**config.mk**
```make
export PLATFORM = sky130hd
export DESIGN_NAME = temporizador_dosagem_flat
export DESIGN_NICKNAME = d
export VERILOG_FILES = /design/src/rtl/temporizador_dosagem_pkg.sv /design/src/rtl/temporizador_dosagem_if.sv /design/src/rtl/temporizador_dosagem_contador_m.sv /design/src/rtl/temporizador_dosagem.sv /design/src/flat_wrapper.sv
export SDC_FILE = /design/constraint.sdc
export NUM_CORES = 1
export LEC_CHECK = 0
export CORE_MARGIN = 5
export CORE_UTILIZATION = 60
export DETAILED_ROUTE_END_ITERATION = 6
export GPL_TIMING_DRIVEN = 0
export HOLD_SLACK_MARGIN = 0.02
export PLACE_DENSITY = 0.82
export SYNTH_ARGS = -nofsm -noshare
export SYNTH_HDL_FRONTEND = slang
export SYNTH_SLANG_ARGS = --single-unit
```
**constraint.sdc**
```tcl
create_clock -name clock -period 5.55 [get_ports clock]
set_input_delay 1.3875 -clock clock [delete_from_list [all_inputs] [get_ports clock]]
set_output_delay 1.3875 -clock clock [all_outputs]
set_load 0.03 [all_outputs]
```
**src/rtl/temporizador_dosagem_pkg.sv**
```systemverilog
// Shared constants for the timed-dispense controller: state codes shown on the
// 7-segment debug display and the FSM state type built on them.
package temporizador_dosagem_pkg;

  localparam logic [2:0] EST_IDLE    = 3'd0;
  localparam logic [2:0] EST_PREPARA = 3'd1;
  localparam logic [2:0] EST_DOSANDO = 3'd2;
  localparam logic [2:0] EST_FIM     = 3'd3;
  localparam logic [2:0] EST_CANCELA = 3'd4;

  typedef enum logic [2:0] {
    ST_IDLE    = EST_IDLE,
    ST_PREPARA = EST_PREPARA,
    ST_DOSANDO = EST_DOSANDO,
    ST_FIM     = EST_FIM,
    ST_CANCELA = EST_CANCELA
  } estado_t;

endpackage

```
**src/rtl/temporizador_dosagem_if.sv**
```systemverilog
// Control/status bundle between the operator panel (master) and the
// dispense controller (slave).
interface temporizador_dosagem_if #(parameter int N_UNID = 4);
  logic              iniciar;
  logic              cancelar;
  logic [N_UNID-1:0] tempo;
  logic              valvula;
  logic              pisca;
  logic [N_UNID-1:0] unidades;
  logic              pronto;
  logic              ocupado;
  logic [2:0]        db_estado;

  modport master (
    output iniciar, cancelar, tempo,
    input  valvula, pisca, unidades, pronto, ocupado, db_estado
  );

  modport slave (
    input  iniciar, cancelar, tempo,
    output valvula, pisca, unidades, pronto, ocupado, db_estado
  );
endinterface

```
**src/rtl/temporizador_dosagem_contador_m.sv**
```systemverilog
// Modulo-M counter used as a tick prescaler; fim marks the last count while
// counting, so it coincides with the wrap back to zero.
module contador_m #(
  parameter int M = 100,
  parameter int N = 7
) (
  input  logic         clock,
  input  logic         zera_as,
  input  logic         zera_s,
  input  logic         conta,
  output logic [N-1:0] Q,
  output logic         fim,
  output logic         meio
);

  localparam logic [N-1:0] ULTIMO = N'(M - 1);
  localparam logic [N-1:0] METADE = N'((M - 1) / 2);
  localparam logic [N-1:0] UM     = N'(1);

  logic [N-1:0] q_q, q_d;

  always_comb begin
    q_d = q_q;
    if (zera_s)
      q_d = '0;
    else if (conta)
      q_d = (q_q == ULTIMO) ? '0 : q_q + UM;
  end

  always_ff @(posedge clock or posedge zera_as) begin
    if (zera_as) q_q <= '0;
    else         q_q <= q_d;
  end

  assign Q    = q_q;
  assign fim  = conta && (q_q == ULTIMO);
  assign meio = conta && (q_q == METADE);

endmodule

```
**src/rtl/temporizador_dosagem.sv**
```systemverilog
// Timed-dispense controller: opens the valve for alvo prescaler units, with
// cancel, a per-unit blink and a one-cycle completion pulse.
module temporizador_dosagem
  import temporizador_dosagem_pkg::*;
#(
  parameter int M_TICK = 50000000,
  parameter int N_TICK = 26,
  parameter int N_UNID = 4
) (
  input  logic                  clock,
  input  logic                  reset,
  temporizador_dosagem_if.slave bus
);

  localparam logic [N_UNID-1:0] UM = N_UNID'(1);

  estado_t           estado_q, estado_d;
  logic [N_UNID-1:0] alvo_q, alvo_d;
  logic [N_UNID-1:0] unidades_q, unidades_d;
  logic              pisca_q, pisca_d;
  logic              tick;
  logic [N_TICK-1:0] presc_q_unused;
  logic              meio_unused;

  contador_m #(.M(M_TICK), .N(N_TICK)) u_presc (
    .clock   (clock),
    .zera_as (reset),
    .zera_s  (estado_q == ST_PREPARA),
    .conta   (estado_q == ST_DOSANDO),
    .Q       (presc_q_unused),
    .fim     (tick),
    .meio    (meio_unused)
  );

  always_comb begin
    estado_d   = estado_q;
    alvo_d     = alvo_q;
    unidades_d = unidades_q;
    pisca_d    = pisca_q;
    case (estado_q)
      ST_IDLE:
        if (bus.iniciar) begin
          alvo_d   = bus.tempo;
          estado_d = (bus.tempo == '0) ? ST_FIM : ST_PREPARA;
        end
      ST_PREPARA: begin
        unidades_d = '0;
        pisca_d    = 1'b0;
        estado_d   = ST_DOSANDO;
      end
      ST_DOSANDO:
        // cancel wins over a same-cycle tick: the partial count stays as it was
        if (bus.cancelar)
          estado_d = ST_CANCELA;
        else if (tick) begin
          unidades_d = unidades_q + UM;
          pisca_d    = ~pisca_q;
          if (unidades_q == alvo_q - UM)
            estado_d = ST_FIM;
        end
      ST_FIM, ST_CANCELA:
        estado_d = ST_IDLE;
      default:
        estado_d = ST_IDLE;
    endcase
  end

  always_ff @(posedge clock or posedge reset) begin
    if (reset) begin
      estado_q   <= ST_IDLE;
      alvo_q     <= '0;
      unidades_q <= '0;
      pisca_q    <= 1'b0;
    end else begin
      estado_q   <= estado_d;
      alvo_q     <= alvo_d;
      unidades_q <= unidades_d;
      pisca_q    <= pisca_d;
    end
  end

  assign bus.valvula   = (estado_q == ST_DOSANDO);
  assign bus.pronto    = (estado_q == ST_FIM);
  assign bus.ocupado   = (estado_q != ST_IDLE);
  assign bus.db_estado = estado_q;
  assign bus.unidades  = unidades_q;
  assign bus.pisca     = pisca_q;

endmodule

```
**src/flat_wrapper.sv**
```systemverilog
// flat-port wrapper written by rule: the top's interface ports become plain ports
module temporizador_dosagem_flat import temporizador_dosagem_pkg::*;
#(
  parameter int M_TICK = 50000000,
  parameter int N_TICK = 26,
  parameter int N_UNID = 4
)
  (clock, reset, bus_iniciar, bus_cancelar, bus_tempo, bus_valvula, bus_pisca, bus_unidades, bus_pronto, bus_ocupado, bus_db_estado);
  temporizador_dosagem_if #(.N_UNID(N_UNID)) bus_i ();
  input  logic clock;
  input  logic reset;
  input wire logic [$bits(bus_i.iniciar)-1:0] bus_iniciar;
  input wire logic [$bits(bus_i.cancelar)-1:0] bus_cancelar;
  input wire logic [$bits(bus_i.tempo)-1:0] bus_tempo;
  output wire logic [$bits(bus_i.valvula)-1:0] bus_valvula;
  output wire logic [$bits(bus_i.pisca)-1:0] bus_pisca;
  output wire logic [$bits(bus_i.unidades)-1:0] bus_unidades;
  output wire logic [$bits(bus_i.pronto)-1:0] bus_pronto;
  output wire logic [$bits(bus_i.ocupado)-1:0] bus_ocupado;
  output wire logic [$bits(bus_i.db_estado)-1:0] bus_db_estado;
  assign bus_i.iniciar = bus_iniciar;
  assign bus_i.cancelar = bus_cancelar;
  assign bus_i.tempo = bus_tempo;
  assign bus_valvula = bus_i.valvula;
  assign bus_pisca = bus_i.pisca;
  assign bus_unidades = bus_i.unidades;
  assign bus_pronto = bus_i.pronto;
  assign bus_ocupado = bus_i.ocupado;
  assign bus_db_estado = bus_i.db_estado;
  temporizador_dosagem #(.M_TICK(M_TICK), .N_TICK(N_TICK), .N_UNID(N_UNID)) u_core (.clock(clock), .reset(reset), .bus(bus_i));
endmodule
```
==> summary.md <==
| Metric | Value |
|---|---|
| GRT Util Overall | `21.85%` |
| TritonCTS clock tree | `yes` |
| H-tree depth | `2` |
| DRT Pass-1 Iters | `4` |
| Transition time of the tightest slew-check pin | `about 0.94 ns` |
| Synth Flop Type | `sky130_fd_sc_hd__dfrtp_1` |
| Routed vias | `~1.9k` |
| Number of standard cells in the layout, taps in and fillers out | `316` |
| Number of I/O port buffers | `18` |
| Synthesized area per cell | `8.835 µm²` |
| Setup repair after global routing missed its margin | `no` |
| Grt met3 use | `4.448%` |
| Sum of negative setup slack | `0 ns` |
| Status | `complete, no violations` |
| Initial DRC Count | `180` |
| Fraction of registers with async set or reset after synthesis | `100.0%` |
| Timing startpoint of the critical path | `u_core.bus.db_estado[0]` |
| Boundary Pins | `19` |
| Met2 usage | `36.83%` |
| Setup Buffers After CTS | `0` |
| Total of warnings raised by yosys | `0` |
| Slowest cell on crit path | `sky130_fd_sc_hd__clkdlybuf4s50_1` |
| Relative max-transition margin | `36.53%` |
| Post-cts hold buffer count | `0` |
| Startpoint of the lowest-slack register-to-register path | `u_core.u_presc.Q[0]` |
| Met1 track demand over resource in global routing | `28.31%` |
| Max Transition Viols Final | `0` |
| Most used routing layer | `met2` |
| Cells after synthesis | `244` |
| Average wire per standard cell | `15.84 µm` |
| Final estimated routing congestion in global placement | `0.8418` |
| WS Path Type | `reg -> out` |
| Cells after DPL | `308` |
| Post_cts resized | `0` |
| Sequential cell area fraction in the yosys report | `between 40% and 50%` |
| Synth-to-layout area growth | `14.68%` |
| Distinct cell type count after synthesis | `44` |
| Period minus WS final | `roughly 3.7 ns` |
| Final period util | `between 60% and 70%` |
| FF+latch area | `950.9 µm²` |
| Final hold vios | `0` |
| Worst-skew pair later-pin latency | `0.35 ns` |
| Clock Path Buffers | `2` |
| Number of flops mapped to enable cells by yosys | `0` |
| Number of clock sinks seen by CTS | `38` |
| Area of combinational cells with multiple inputs | `between 1000 and 1500 µm²` |
| Wire length of the first global-routing pass | `8.618 mm` |
| Delay of the slowest critical-path stage | `0.68 ns` |
| Cts bufs inserted | `5` |
| ANT cells | `0` |
| Layout Nets | `280` |
| # DRC | `0` |
| Width of the die | `69.94 µm` |
| Data required time of the critical path | `between 4 and 5 ns` |
| Category of the worst setup path capture point | `output port` |
| Register-to-register setup slack | `3.21 ns` |
| Via count of the first global-routing pass | `~1.8k` |
| Max Cap Violations | `0` |
| Synthesized net count | `255` |
| Number of inserted filler cells in the final layout | `281` |
| Depth of the worst register-to-register path | `6` |
| Post-detailed-route via-to-cell ratio | `6.003` |
| Final HPWL DP | `3.599 mm` |
| Die area | `4892 µm²` |
| Total number of placement rows | `21` |
| Critical Path End | `bus_valvula` |
| Clock root cell | `sky130_fd_sc_hd__clkbuf_4` |
| Critical path startpoint category | `flip-flop` |
| Synth Register Bits | `38` |
| Starting density of the core | `63.11%` |
| Core footprint | `around 3400 µm²` |
| Pin count of the biggest net entering global routing | `39` |
| Leakage power total | `between 1 and 1.5 nW` |
| Clock-pin slew of the registers on the worst-case setup and hold paths | `0.12 ns` |
| Endpoint of the lowest-slack register-to-register path | `u_core.u_presc.Q[18]` |
| Global route overflow | `0` |
| Achievable clock frequency | `0.2671 GHz` |
| Number of antenna violations at the first check in global routing | `0` |
| Largest voltage drop on the vdd net | `~170 µV` |
| Layout cell share with drive strength beyond 1 | `under 10%` |
| Chip height | `approximately 70 µm` |
| Arrival time of the worst setup path | `approximately 2.4 ns` |
| Antenna Violating Nets Remaining | `0` |
| Number of setup violations in the final report | `0` |
| Crit-path cells | `buf_2, or3b_2, clkbuf_1, inv_1, clkdlybuf4s50_1` |
| Maximum fanout encountered on the critical timing path | `8` |
| WL final | `5.007 mm` |
| Worst hold-check path type | `reg -> reg` |
| Total power per unit cell area | `372.9 nW/µm²` |
| Area of the mapped netlist | `2156 µm²` |
| Clock tree skew after final layout | `0.009221 ns` |
worst max-delay path, delay by kind of cell (launching register included):
kind,cells,cell delay [ns]
buffers and inverters,4,1.15
flip-flops,1,0.40
AND/OR/NAND/NOR,1,0.46
registers in the layout, indices dropped and copies added (netlist names):
signal	count
u_core.alvo_q	4
u_core.bus.pisca	1
u_core.bus.unidades	4
u_core.u_presc.Q	26
u_core.bus.db_estado	3
cells in the mapped netlist (all sizes together), types with 4 or more instances:
cell type / number / share of area (%)
or3: 4 / 1.2
nor3: 7 / 1.6
inv: 9 / 1.6
xor2: 7 / 2.8
nand2: 30 / 5.2
nand3: 16 / 3.9
o21ai: 18 / 4.2
nor2: 12 / 2.1
nand4: 10 / 2.9
dfrtp: 38 / 44
clkbuf: 6 / 1.0
nor4: 6 / 2.4
nand2b: 4 / 1.2
a21oi: 15 / 3.7
buf: 6 / 1.3
a31oi: 16 / 4.6
final cells by class:
class / instances / area share [%]
clock buffers: 8 / 3.188
plain buffers: 12 / 2.024
inverters: 9 / 1.366
well taps: 46 / 2.328
repair buffers: 18 / 7.287
multi-input cells: 185 / 45.34
flip-flops and latches: 38 / 38.46
kinds of logic (layout without fill, tap and decap cells):
logic type,after synthesis,in the layout,share of synthesized area [%]
mux,5,5,2.438
simple gates,103,103,25.54
fa+ha+maj,3,3,1.741
compound gates,65,65,18.63
xor+xnor,9,9,3.657
flops,38,38,44.11
buf+inv,21,47,3.889
cells in the final DEF (no fill, tap or decap), types with 5 or more instances in the layout:
| master | count |
|---|---|
| sky130_fd_sc_hd__dfrtp_1 | 38 |
| sky130_fd_sc_hd__inv_1 | 8 |
| sky130_fd_sc_hd__nand3_1 | 15 |
| sky130_fd_sc_hd__xor2_1 | 7 |
| sky130_fd_sc_hd__a21oi_1 | 14 |
| sky130_fd_sc_hd__nor3_1 | 7 |
| sky130_fd_sc_hd__nand4_1 | 10 |
| sky130_fd_sc_hd__clkbuf_4 | 5 |
| sky130_fd_sc_hd__nand2_1 | 30 |
| sky130_fd_sc_hd__clkdlybuf4s50_1 | 18 |
| sky130_fd_sc_hd__clkbuf_1 | 6 |
| sky130_fd_sc_hd__a31oi_1 | 16 |
| sky130_fd_sc_hd__o21ai_0 | 18 |
| sky130_fd_sc_hd__nor4_1 | 5 |
| sky130_fd_sc_hd__nor2_1 | 12 |
power breakdown:
part | switching (W) | total [W] | internal, W | leakage, nW
clock | 0.0000943 | 0.000181 | 0.0000866 | 0.0446
sequential | 0.0000404 | 0.000352 | 0.000312 | 0.518
combinational | 0.000245 | 0.000389 | 0.000143 | 0.479
routing by layer:
metal | vias to the layer above | wire [µm]
met3 | 4 | 223
met2 | 53 | 2456
met1 | 900 | 2270
met4 | 0 | 57
li1 | 940 | -
met5 | - | 0
metrics by stage:
| stage | power, W | hold WS, ns | setup slack (ns) | util [%] | instance area (µm²) |
|---|---|---|---|---|---|
| floorplan | 0.0006203 | 0.4574 | 2.643 | - | 2156 |
| global placement | 0.0007325 | 0.4959 | 2.218 | 70.07 | 2394 |
| detailed placement | 0.0007446 | 0.4873 | 2.202 | 70.07 | 2394 |
| CTS | 0.0009245 | 0.5148 | 1.798 | 72.38 | 2472 |
| global route | 0.0009854 | 0.5487 | 1.723 | 72.38 | 2472 |
| finish | 0.0009220 | 0.5120 | 1.806 | 72.38 | 2472 |
worst min path at each step:
stage	start	end	slack, ns	cells after the start
final	u_core.u_presc.Q[23]	u_core.u_presc.Q[23]	0.51	1
after CTS	u_core.u_presc.Q[22]	u_core.u_presc.Q[22]	0.51	1
after global routing	u_core.u_presc.Q[23]	u_core.u_presc.Q[23]	0.55	1
after detailed placement	u_core.u_presc.Q[23]	u_core.u_presc.Q[23]	0.49	1
after global placement	u_core.u_presc.Q[22]	u_core.u_presc.Q[22]	0.50	1
after floorplan	u_core.u_presc.Q[23]	u_core.u_presc.Q[23]	0.46	1
No activity file was read; power rests on OpenSTA's default activity.
